<file path="src/rtl/muldiv_unit_pkg.sv">
// Shared definitions for the iterative multiply/divide unit:
// RV32M funct3 op encodings, latched control payload and op classification helpers.
package muldiv_unit_pkg;

  localparam int unsigned OP_W = 3;

  typedef enum logic [OP_W-1:0] {
    MDUOp_mul    = 3'b000,
    MDUOp_mulh   = 3'b001,
    MDUOp_mulhsu = 3'b010,
    MDUOp_mulhu  = 3'b011,
    MDUOp_div    = 3'b100,
    MDUOp_divu   = 3'b101,
    MDUOp_rem    = 3'b110,
    MDUOp_remu   = 3'b111
  } mdu_op_e;

  // Control captured when a request is accepted
  typedef struct packed {
    mdu_op_e op;
    logic    neg_res;   // negate product / quotient
    logic    neg_rem;   // negate remainder
    logic    special;   // corner case resolved without iterating
  } mdu_ctrl_t;

  function automatic logic op_is_div(input mdu_op_e op);
    return op[2];
  endfunction

  function automatic logic op_signed_a(input mdu_op_e op);
    return (op == MDUOp_mulh) || (op == MDUOp_mulhsu) ||
           (op == MDUOp_div)  || (op == MDUOp_rem);
  endfunction

  function automatic logic op_signed_b(input mdu_op_e op);
    return (op == MDUOp_mulh) || (op == MDUOp_div) || (op == MDUOp_rem);
  endfunction

endpackage

</file>
<file path="src/rtl/muldiv_unit_if.sv">
// Start/done request bus between the execute-stage controller and the multiply/divide unit.
interface muldiv_unit_if import muldiv_unit_pkg::*; #(
  parameter int unsigned WIDTH = 32
) ();

  logic             start;
  mdu_op_e          op;
  logic [WIDTH-1:0] a;
  logic [WIDTH-1:0] b;
  logic             busy;
  logic             done;
  logic [WIDTH-1:0] result;

  modport master (output start, op, a, b, input busy, done, result);
  modport slave  (input start, op, a, b, output busy, done, result);

endinterface

</file>
<file path="src/rtl/mdu_signfix.sv">
// Combinational conditional two's-complement negate; doubles as abs() when neg is the sign bit.
module mdu_signfix #(
  parameter int unsigned W = 32
) (
  input  logic [W-1:0] value,
  input  logic         neg,
  output logic [W-1:0] value_c
);

  always_comb begin
    value_c = neg ? W'((~value) + W'(1)) : value;
  end

endmodule

</file>
<file path="src/rtl/muldiv_unit.sv">
// Iterative RV32M multiply/divide unit: shift-add multiplier, restoring divider,
// one bit per cycle, with RISC-V corner-case results resolved at acceptance.
module muldiv_unit import muldiv_unit_pkg::*; #(
  parameter int unsigned WIDTH = 32
) (
  input  logic           clk,
  input  logic           rst,
  muldiv_unit_if.slave   bus
);

  localparam int unsigned W     = WIDTH;
  localparam int unsigned CNT_W = $clog2(WIDTH);
  localparam logic [W-1:0] MIN_VAL = {1'b1, {(W-1){1'b0}}};

  typedef enum logic [1:0] {IDLE, CALC, DONE} state_e;

  state_e           state_q, state_d;
  mdu_ctrl_t        ctrl_q;
  logic [CNT_W-1:0] cnt_q;
  logic [W-1:0]     opnd_q;     // |a| as multiplicand, or |b| as divisor
  logic [2*W-1:0]   acc_q;      // multiply: {partial, multiplier}; divide: low half dividend/quotient
  logic [W-1:0]     rem_q;
  logic [W-1:0]     spec_q;
  logic [W-1:0]     result_q;
  logic             done_q;

  // Operand sign handling at acceptance
  logic         sa_c, sb_c;
  logic [W-1:0] abs_a_c, abs_b_c;

  assign sa_c = op_signed_a(bus.op) & bus.a[W-1];
  assign sb_c = op_signed_b(bus.op) & bus.b[W-1];

  mdu_signfix #(.W(W)) u_abs_a (.value(bus.a), .neg(sa_c), .value_c(abs_a_c));
  mdu_signfix #(.W(W)) u_abs_b (.value(bus.b), .neg(sb_c), .value_c(abs_b_c));

  // Divide-by-zero and signed-overflow results, decided from the raw operands
  logic         b_zero_c, ovf_c, special_c;
  logic [W-1:0] special_res_c;

  always_comb begin
    b_zero_c      = (bus.b == '0);
    ovf_c         = ((bus.op == MDUOp_div) || (bus.op == MDUOp_rem)) &&
                    (bus.a == MIN_VAL) && (bus.b == '1);
    special_c     = op_is_div(bus.op) & (b_zero_c | ovf_c);
    special_res_c = '1;
    if (b_zero_c) begin
      special_res_c = bus.op[1] ? bus.a : '1;
    end else if (ovf_c) begin
      special_res_c = bus.op[1] ? '0 : bus.a;
    end
  end

  // One iteration step of each algorithm
  logic [W:0] mul_sum_c;
  logic [W:0] div_shift_c, div_diff_c;
  logic       div_ge_c;

  always_comb begin
    mul_sum_c   = {1'b0, acc_q[2*W-1:W]} + (acc_q[0] ? {1'b0, opnd_q} : '0);
    div_shift_c = {rem_q, acc_q[W-1]};
    div_diff_c  = div_shift_c - {1'b0, opnd_q};
    div_ge_c    = ~div_diff_c[W];
  end

  // Result sign fix and selection
  logic [2*W-1:0] prod_fix_c;
  logic [W-1:0]   quot_fix_c, rem_fix_c, final_c;

  mdu_signfix #(.W(2*W)) u_fix_prod (.value(acc_q), .neg(ctrl_q.neg_res), .value_c(prod_fix_c));
  mdu_signfix #(.W(W))   u_fix_quot (.value(acc_q[W-1:0]), .neg(ctrl_q.neg_res), .value_c(quot_fix_c));
  mdu_signfix #(.W(W))   u_fix_rem  (.value(rem_q), .neg(ctrl_q.neg_rem), .value_c(rem_fix_c));

  always_comb begin
    final_c = spec_q;
    if (!ctrl_q.special) begin
      case (ctrl_q.op)
        MDUOp_mul:                             final_c = prod_fix_c[W-1:0];
        MDUOp_mulh, MDUOp_mulhsu, MDUOp_mulhu: final_c = prod_fix_c[2*W-1:W];
        MDUOp_div, MDUOp_divu:                 final_c = quot_fix_c;
        default:                               final_c = rem_fix_c;
      endcase
    end
  end

  // FSM state register
  always_ff @(posedge clk) begin
    if (rst) state_q <= IDLE;
    else     state_q <= state_d;
  end

  // FSM next state
  always_comb begin
    state_d = state_q;
    case (state_q)
      IDLE:    if (bus.start) state_d = special_c ? DONE : CALC;
      CALC:    if (cnt_q == CNT_W'(W-1)) state_d = DONE;
      DONE:    state_d = IDLE;
      default: state_d = IDLE;
    endcase
  end

  // Datapath registers
  always_ff @(posedge clk) begin
    if (rst) begin
      ctrl_q   <= '0;
      cnt_q    <= '0;
      opnd_q   <= '0;
      acc_q    <= '0;
      rem_q    <= '0;
      spec_q   <= '0;
      result_q <= '0;
      done_q   <= 1'b0;
    end else begin
      done_q <= 1'b0;
      case (state_q)
        IDLE: if (bus.start) begin
          ctrl_q.op      <= bus.op;
          ctrl_q.neg_res <= sa_c ^ sb_c;
          ctrl_q.neg_rem <= sa_c;
          ctrl_q.special <= special_c;
          spec_q         <= special_res_c;
          opnd_q         <= op_is_div(bus.op) ? abs_b_c : abs_a_c;
          acc_q          <= {W'(0), (op_is_div(bus.op) ? abs_a_c : abs_b_c)};
          rem_q          <= '0;
          cnt_q          <= '0;
        end
        CALC: begin
          cnt_q <= cnt_q + CNT_W'(1);
          if (!op_is_div(ctrl_q.op)) begin
            acc_q <= {mul_sum_c, acc_q[W-1:1]};
          end else begin
            acc_q[W-1:0] <= {acc_q[W-2:0], div_ge_c};
            rem_q        <= div_ge_c ? div_diff_c[W-1:0] : div_shift_c[W-1:0];
          end
        end
        DONE: begin
          result_q <= final_c;
          done_q   <= 1'b1;
        end
        default: ;
      endcase
    end
  end

  assign bus.busy   = (state_q != IDLE);
  assign bus.done   = done_q;
  assign bus.result = result_q;

endmodule

</file>
<file path="src/flat_wrapper.sv">
// flat-port wrapper written by rule: the top's interface ports become plain ports
module muldiv_unit_flat import muldiv_unit_pkg::*;
#(
  parameter int unsigned WIDTH = 32
)
  (clk, rst, bus_start, bus_op, bus_a, bus_b, bus_busy, bus_done, bus_result);
  muldiv_unit_if #(.WIDTH(WIDTH)) bus_i ();
  input  logic clk;
  input  logic rst;
  input wire logic [$bits(bus_i.start)-1:0] bus_start;
  input wire logic [$bits(bus_i.op)-1:0] bus_op;
  input wire logic [$bits(bus_i.a)-1:0] bus_a;
  input wire logic [$bits(bus_i.b)-1:0] bus_b;
  output wire logic [$bits(bus_i.busy)-1:0] bus_busy;
  output wire logic [$bits(bus_i.done)-1:0] bus_done;
  output wire logic [$bits(bus_i.result)-1:0] bus_result;
  assign bus_i.start = bus_start;
  assign bus_i.op = bus_op;
  assign bus_i.a = bus_a;
  assign bus_i.b = bus_b;
  assign bus_busy = bus_i.busy;
  assign bus_done = bus_i.done;
  assign bus_result = bus_i.result;
  muldiv_unit #(.WIDTH(WIDTH)) u_core (.clk(clk), .rst(rst), .bus(bus_i));
endmodule
</file>
<file path="config.mk">
export PLATFORM = sky130hd
export DESIGN_NAME = muldiv_unit_flat
export DESIGN_NICKNAME = d
export VERILOG_FILES = /design/src/rtl/muldiv_unit_pkg.sv /design/src/rtl/muldiv_unit_if.sv /design/src/rtl/mdu_signfix.sv /design/src/rtl/muldiv_unit.sv /design/src/flat_wrapper.sv
export SDC_FILE = /design/constraint.sdc
export NUM_CORES = 1
export LEC_CHECK = 0
export BUFFER_PORTS_ARGS = -buffer_cell sky130_fd_sc_hd__buf_4
export CAP_MARGIN = 15
export CORE_UTILIZATION = 60
export DETAILED_ROUTE_END_ITERATION = 12
export PLACE_DENSITY_LB_ADDON = 0.25
export SETUP_SLACK_MARGIN = 0.5
export SLEW_MARGIN = 5
export SYNTH_ARGS = -nofsm -noshare
export SYNTH_HDL_FRONTEND = slang
export SYNTH_SLANG_ARGS = --single-unit
export TNS_END_PERCENT = 10
</file>
<file path="constraint.sdc">
create_clock -name clk -period 5.3 [get_ports clk]
set_clock_uncertainty 0.2 [all_clocks]
set_input_delay 0.795 -clock clk [delete_from_list [all_inputs] [get_ports clk]]
set_output_delay 0.795 -clock clk [all_outputs]
set_load 0.03 [all_outputs]
</file>
# After elaboration in Yosys (flattened, before gate mapping)
# Index checks and enable logic that the tools add are counted.
# W data, S select, Z words.
[totals] regBits=206 wordCells=99 input_bits=70 output_inout_bits=34
[classes] addsub=8 n_reduce_logical=20 bitwise=11 n_eq_ne=18 muxes=29
[op_table] cell="$mux W32" count=17
[op_table] cell="$add A32 B1 Y32 const B" count=4
[op_table] cell="$mux W64" count=2
[op_table] cell="$not A32 Y32" count=4
[op_table] cell="$pmux W64 S2" count=1
[op_table] cell="$pmux W32 S3" count=1
[op_table] cell="$add A64 B1 Y64 const B" count=1
[op_table] cell="$eq A32 B32 Y1 const B" count=2
[op_table] cell="$not A64 Y64" count=1
[op_table] cell="$pmux W32 S2" count=1
[op_table] cell="$add A32 B33 Y33" count=1
[op_table] cell="$sub A33 B32 Y33" count=1
[op_table] cell="$logic_not A32 Y1" count=1
[op_table] cell="$eq A3 B3 Y1 const B" count=4
[op_table] cell="$pmux W5 S2" count=1
[op_table] cell="$eq A3 B2 Y1 const B" count=3
[op_table] cell="$eq A3 B1 Y1 const B" count=2
[op_table] cell="$logic_or A1 B1 Y1" count=6
[op_table] cell="$mux W2" count=3
[op_table] cell="$reduce_and A2 Y1" count=3
[op_table] cell="$reduce_and A3 Y1" count=2
[op_table] cell="$add A5 B1 Y5 const B" count=1
[op_table] cell="$eq A5 B5 Y1 const B" count=1
[op_table] cell="$mux W5" count=1
[op_table] cell="other kinds (16)" count=22

# Depth between registers and ports, before layout
[depth] ltp_word=9 mapped_depth=14 mapped_depth_nobuf=13

# Modules after synthesis
# Synthesis repeated with hierarchy kept, for this count alone.
[unflattened] cells_unflattened=2375 hier_area_um2=18328.8
[by_module_without_submodules] module="muldiv_unit" area_each_um2=13571.8 cells_per_inst=1773 seq_area_each_um2=4124.0 instances=1
[by_module_without_submodules] module="mdu_signfix (u_core.u_abs_a ...)" area_each_um2=777.0 cells_per_inst=99 seq_area_each_um2=0.0 instances=4
[by_module_without_submodules] module="mdu_signfix (u_core.u_fix_prod)" area_each_um2=1649.1 cells_per_inst=206 seq_area_each_um2=0.0 instances=1

# Worst setup path before layout
# OpenSTA, ideal clock, no wires.
[synth_path] path_kind="register -> register" start="register u_core.acc_q[31]" end="register u_core.rem_q[10]" n_path_buf=3 arrival_time_ns=3.724 required_ns=4.972 stages_incl_launch_ff=15 setup_slack_ns=1.247 path_cell_list="dfxtp_1 > clkbuf_1 > inv_1 > ha_1 > fa_1 > nor2b_1 > o31ai_1 > a21oi_1 > a41oi_1 > o31a_1 > o311ai_0 > clkbuf_1 > clkbuf_1 > mux2i_1 > o21ai_0"
[synth_via] elab_chain_cells=4
[synth_lines] element="start: declaration" line_no="muldiv_unit.sv:21" rtl="logic [2*W-1:0] acc_q;"
[synth_lines] element="start signal: assignment" line_no="muldiv_unit.sv:124" rtl="acc_q <= {W'(0), (op_is_div(bus.op) ? abs_a_c : abs_b_c)};"
[synth_lines] element="start signal: assignment" line_no="muldiv_unit.sv:131" rtl="acc_q <= {mul_sum_c, acc_q[W-1:1]};"
[synth_lines] element="start signal: indexed assignment" line_no="muldiv_unit.sv:133" rtl="acc_q[W-1:0] <= {acc_q[W-2:0], div_ge_c};"
[synth_lines] element="$sub A33 B32 Y33" line_no="muldiv_unit.sv:62" rtl="div_diff_c = div_shift_c - {1'b0, opnd_q};"
[synth_lines] element="$mux W32" line_no="muldiv_unit.sv:134" rtl="rem_q <= div_ge_c ? div_diff_c[W-1:0] : div_shift_c[W-1:0];"
[synth_lines] element="$mux W32" line_no="muldiv_unit.sv:130" rtl="if (!op_is_div(ctrl_q.op)) begin"
[synth_lines] element="$pmux W32 S2" line_no="muldiv_unit.sv:116" rtl="case (state_q)"
[synth_lines] element="end signal: assignment" line_no="muldiv_unit.sv:134"
[synth_lines] element="end: declaration" line_no="muldiv_unit.sv:22" rtl="logic [W-1:0] rem_q;"
# No other way between the ends. The select of a mux whose other input is x is not followed.
# A chain may end at the register's enable or synchronous reset.

# Worst setup path in the final report
[layout_path] start="register u_core.acc_q[31]" end="register u_core.rem_q[12]"
# The elaborated chain is that of the path after synthesis.

==> summary.md <==
| Metric | Value |
|---|---|
| H-tree depth | `1` |
| Antenna Nets Post-Route | `0` |
| Fin crit share | `77.58%` |
| Post-synth ARST share | `0%` |
| Synth top cells by count | `nand2_1 (237), dfxtp_1 (206), nor2_1 (197), a21oi_1 (185), o21ai_0 (177)` |
| Clock power share | `39.1%` |
| Post-Syn Nets | `approximately 2,300` |
| Internal power | `about 0.0031 W` |
| Critical Path AT | `between 4000 and 5000 ps` |
| Synth-to-layout area growth | `10.81%` |
| Area leader, netlist | `dfxtp_1` |
| Die area | `around 28,000 sq um` |
| Share of layout cells above drive strength 1 | `a little under a tenth` |
| Syn_area_per_cell | `approximately 7.4 sq um` |
| CP max FO | `36` |
| Setup crit end kind | `flip-flop` |
| Pre-Repair DR Iteration Count | `10` |
| Total Wirelength | `~60,000 um` |
| Worst-path clk slew | `60 ps` |
| CTS resizes | `0` |
| Core ar. | `between 20,000 and 30,000 sq um` |
| Worst rel slew slack | `roughly 28%` |
| Clk Latency, worst-skew pair | `approximately 550 ps` |
| Yosys reg bits | `206` |
| Post-synth top area share | `about a quarter` |
| Ranking of synthesized cells by area | `dfxtp_1 (26%), a21oi_1 (5.7%), nand2_1 (5.5%), ha_1 (5.5%), o21ai_0 (5.5%)` |
| Antenna fix cells | `0` |
| Crit start category | `flip-flop` |
| DRC Markers | `2` |
| Setup Buffers After CTS | `0` |
| Post-DP HPWL | `between 40,000 and 50,000 um` |
| Power Dens Cells | `between 200 and 300 nW/um^2` |
| Max-slew violations | `0` |
| Post-Syn Area | `about 16,000 sq um` |
| Number of I/O port buffers | `103` |
| Top_reg_cell synth | `dfxtp_1` |
| Row count | `59` |
| First-pass GRT wire length | `between 80,000 and 90,000 um` |
| All-Layer GR Usage | `between 40% and 50%` |
| Via count | `about 17,000` |
| Synth unique cells | `76` |
| Lkg Pwr | `just under 7 nW` |
| Iter 0 DRT Violations | `approximately 2,000` |
| Part of the power in registers | `approximately 38%` |
| Min-delay worst type | `reg -> reg` |
| Sink Count | `slightly above 200` |
| Tightest Pin Transition | `1071 ps` |
| Largest net degree at the start of global routing | `75` |
| Antenna violations before repair | `3` |
| Comb power frac | `a little under a quarter` |
| Die H | `165.9 um` |
| Worst Hold Slack | `approximately 250 ps` |
| Via density | `a little under 7` |
| GP Congestion | `around 1` |
| Routed len/inst | `about 23 um` |
| Vias in the first global route | `between 15,000 and 20,000` |
| Critical-path cell list | `buf_4 > inv_1 > ha_1 > fa_1 > nor2b_1 > o31ai_1 > a21oi_1 > a41oi_1 > o31a_1 > o311ai_2 > buf_12 > nand2_1 > o21ai_0` |
| Switching Power | `about 0.0015 W` |
| Post-Layout Inst Area | `~18,000 sq um` |
| Switching Share | `32.62%` |
| Final nets | `around 2,300` |
| RSZ-0062 raised after global routing | `no` |
| Initial Util | `between 60 and 70%` |
| Root buffer cell | `clkbuf_16` |
| Total grt overflow | `0` |
| Io pins | `approximately 100` |
| Final Critical Period | `a little over 4000 ps` |
| Post-CTS Hold Fix Bufs | `0` |
| CTS Buffer Depth | `3` |
| Failing checks | `DRC` |
| Run status | `complete, but fails checks` |
| Most common cell in the netlist | `nand2_1` |
| CTS Buf Count | `24` |
| Crit-path slowest cell | `o31a_1` |
| Worst Path Required | `5560 ps` |
| Layout fillers | `~2,300` |
| CTS tree | `done` |
| Max VDD drop | `0.2134 mV` |
| Aggregate negative setup slack | `0 ps` |
| Synth warnings | `0` |
| F_max | `roughly 240 MHz` |
| Total Power | `about 0.0046 W` |
| Horiz. Die Dim | `approximately 170 um` |
| Max Cap Viol | `0` |
| DP Area | `17,010 sq um` |
| Number of synthesized flops with an enable pin | `0` |
| Post-synthesis sequential area ratio | `about a quarter` |
| Kind of critical path | `reg -> reg` |
| Syn Inst Count | `2,183` |
| # setup viols final | `0` |
| Fin. Hold Viols | `0` |
| Max stage delay on crit path | `around 450 ps` |
placed cells by master (no fill, tap or decap), drive strengths merged, types with 21 or more instances in the layout:
cell type / n
dfxtp: 206
o31ai: 40
mux2i: 57
ha: 71
nand2: 237
nor2b: 27
buf: 128
a21o: 31
xnor2: 98
o21ai: 181
nor3: 89
nor2: 197
nand2b: 21
or4: 21
a21oi: 185
a211oi: 54
nand3: 31
o211ai: 30
xor2: 93
inv: 67
or3: 40
clkbuf: 33
critical path, delay by kind of cell, from the launching register on:
family / cells / cell delay, ps
flip-flops: 1 / 310
AND/OR/NAND/NOR: 2 / 420
buffers and inverters: 3 / 540
AO/OA/AOI/OAI: 6 / 1910
adder cells (fa/ha/maj): 2 / 640
metrics by stage:
step	utilization, %	setup slack, ps	cells
3_3_place_gp	64.90	1192	2506
6_report	68.15	1188	2550
3_5_place_dp	64.90	1039	2506
5_1_grt	68.15	889.9	2550
4_1_cts	68.15	1250	2550
2_1_floorplan	-	1247	2183
registers in the layout (all words and copies together), names as in the netlist:
name	cells
u_core.bus.done	1
u_core.state_q	2
u_core.acc_q	64
u_core.rem_q	32
u_core.bus.result	32
u_core.ctrl_q	6
u_core.cnt_q	5
u_core.opnd_q	32
u_core.spec_q	32
cell families (layout without fill, tap and decap cells):
| family | after synthesis | count (layout) | synth area share, % |
|---|---|---|---|
| DFF | 206 | 206 | 25.59 |
| AOI/OAI and AO/OA | 692 | 692 | 27.30 |
| xor gates and xnor gates | 191 | 191 | 10.38 |
| buffers and inverters | 207 | 239 | 4.937 |
| adders and majority gates | 73 | 73 | 5.760 |
| muxes | 63 | 63 | 3.959 |
| and+or+nand+nor | 751 | 751 | 22.07 |
path summary, 6_finish.rpt:
path | from | to | slack [ps] | cells past startpoint
setup / recovery | u_core.acc_q[31] | u_core.rem_q[12] | 1190 | 13
hold / removal | u_core.opnd_q[8] | u_core.opnd_q[8] | 250 | 2
setup reg to reg | u_core.acc_q[31] | u_core.rem_q[12] | 1190 | 13
hold reg to reg | u_core.opnd_q[8] | u_core.opnd_q[8] | 250 | 2
area by class of cell:
type                            count  area [sq um]  area share, %
Clock buffer                       33         685.7          3.839
Multi-Input combinational cell   1770         11230          62.86
Tap cell                          335         419.2          2.347
Clock inverter                     11         165.2         0.9248
Inverter                           67         251.5          1.408
Timing Repair Buffer              128         985.9          5.521
Sequential cell                   206          4126          23.10
power by group through the flow:
stage          Combinational, W  Sequential [W]  Clock, W
2_1_floorplan          0.000727         0.00170         0
3_3_place_gp            0.00102         0.00176         0
3_5_place_dp            0.00103         0.00176         0
4_1_cts                 0.00104         0.00173   0.00180
5_1_grt                 0.00114         0.00174   0.00185
6_report                0.00107         0.00174   0.00180
per-layer routing:
layer  routed length, um  global-route usage (%)  part of all wire [%]
met5                  17                       0                 0.029
met4                4953                   31.08                   8.4
met3                5804                   6.792                   9.8
met2               24680                   60.54                    42
met1               23800                   55.01                    40
Power figures use the tool's default switching activity.
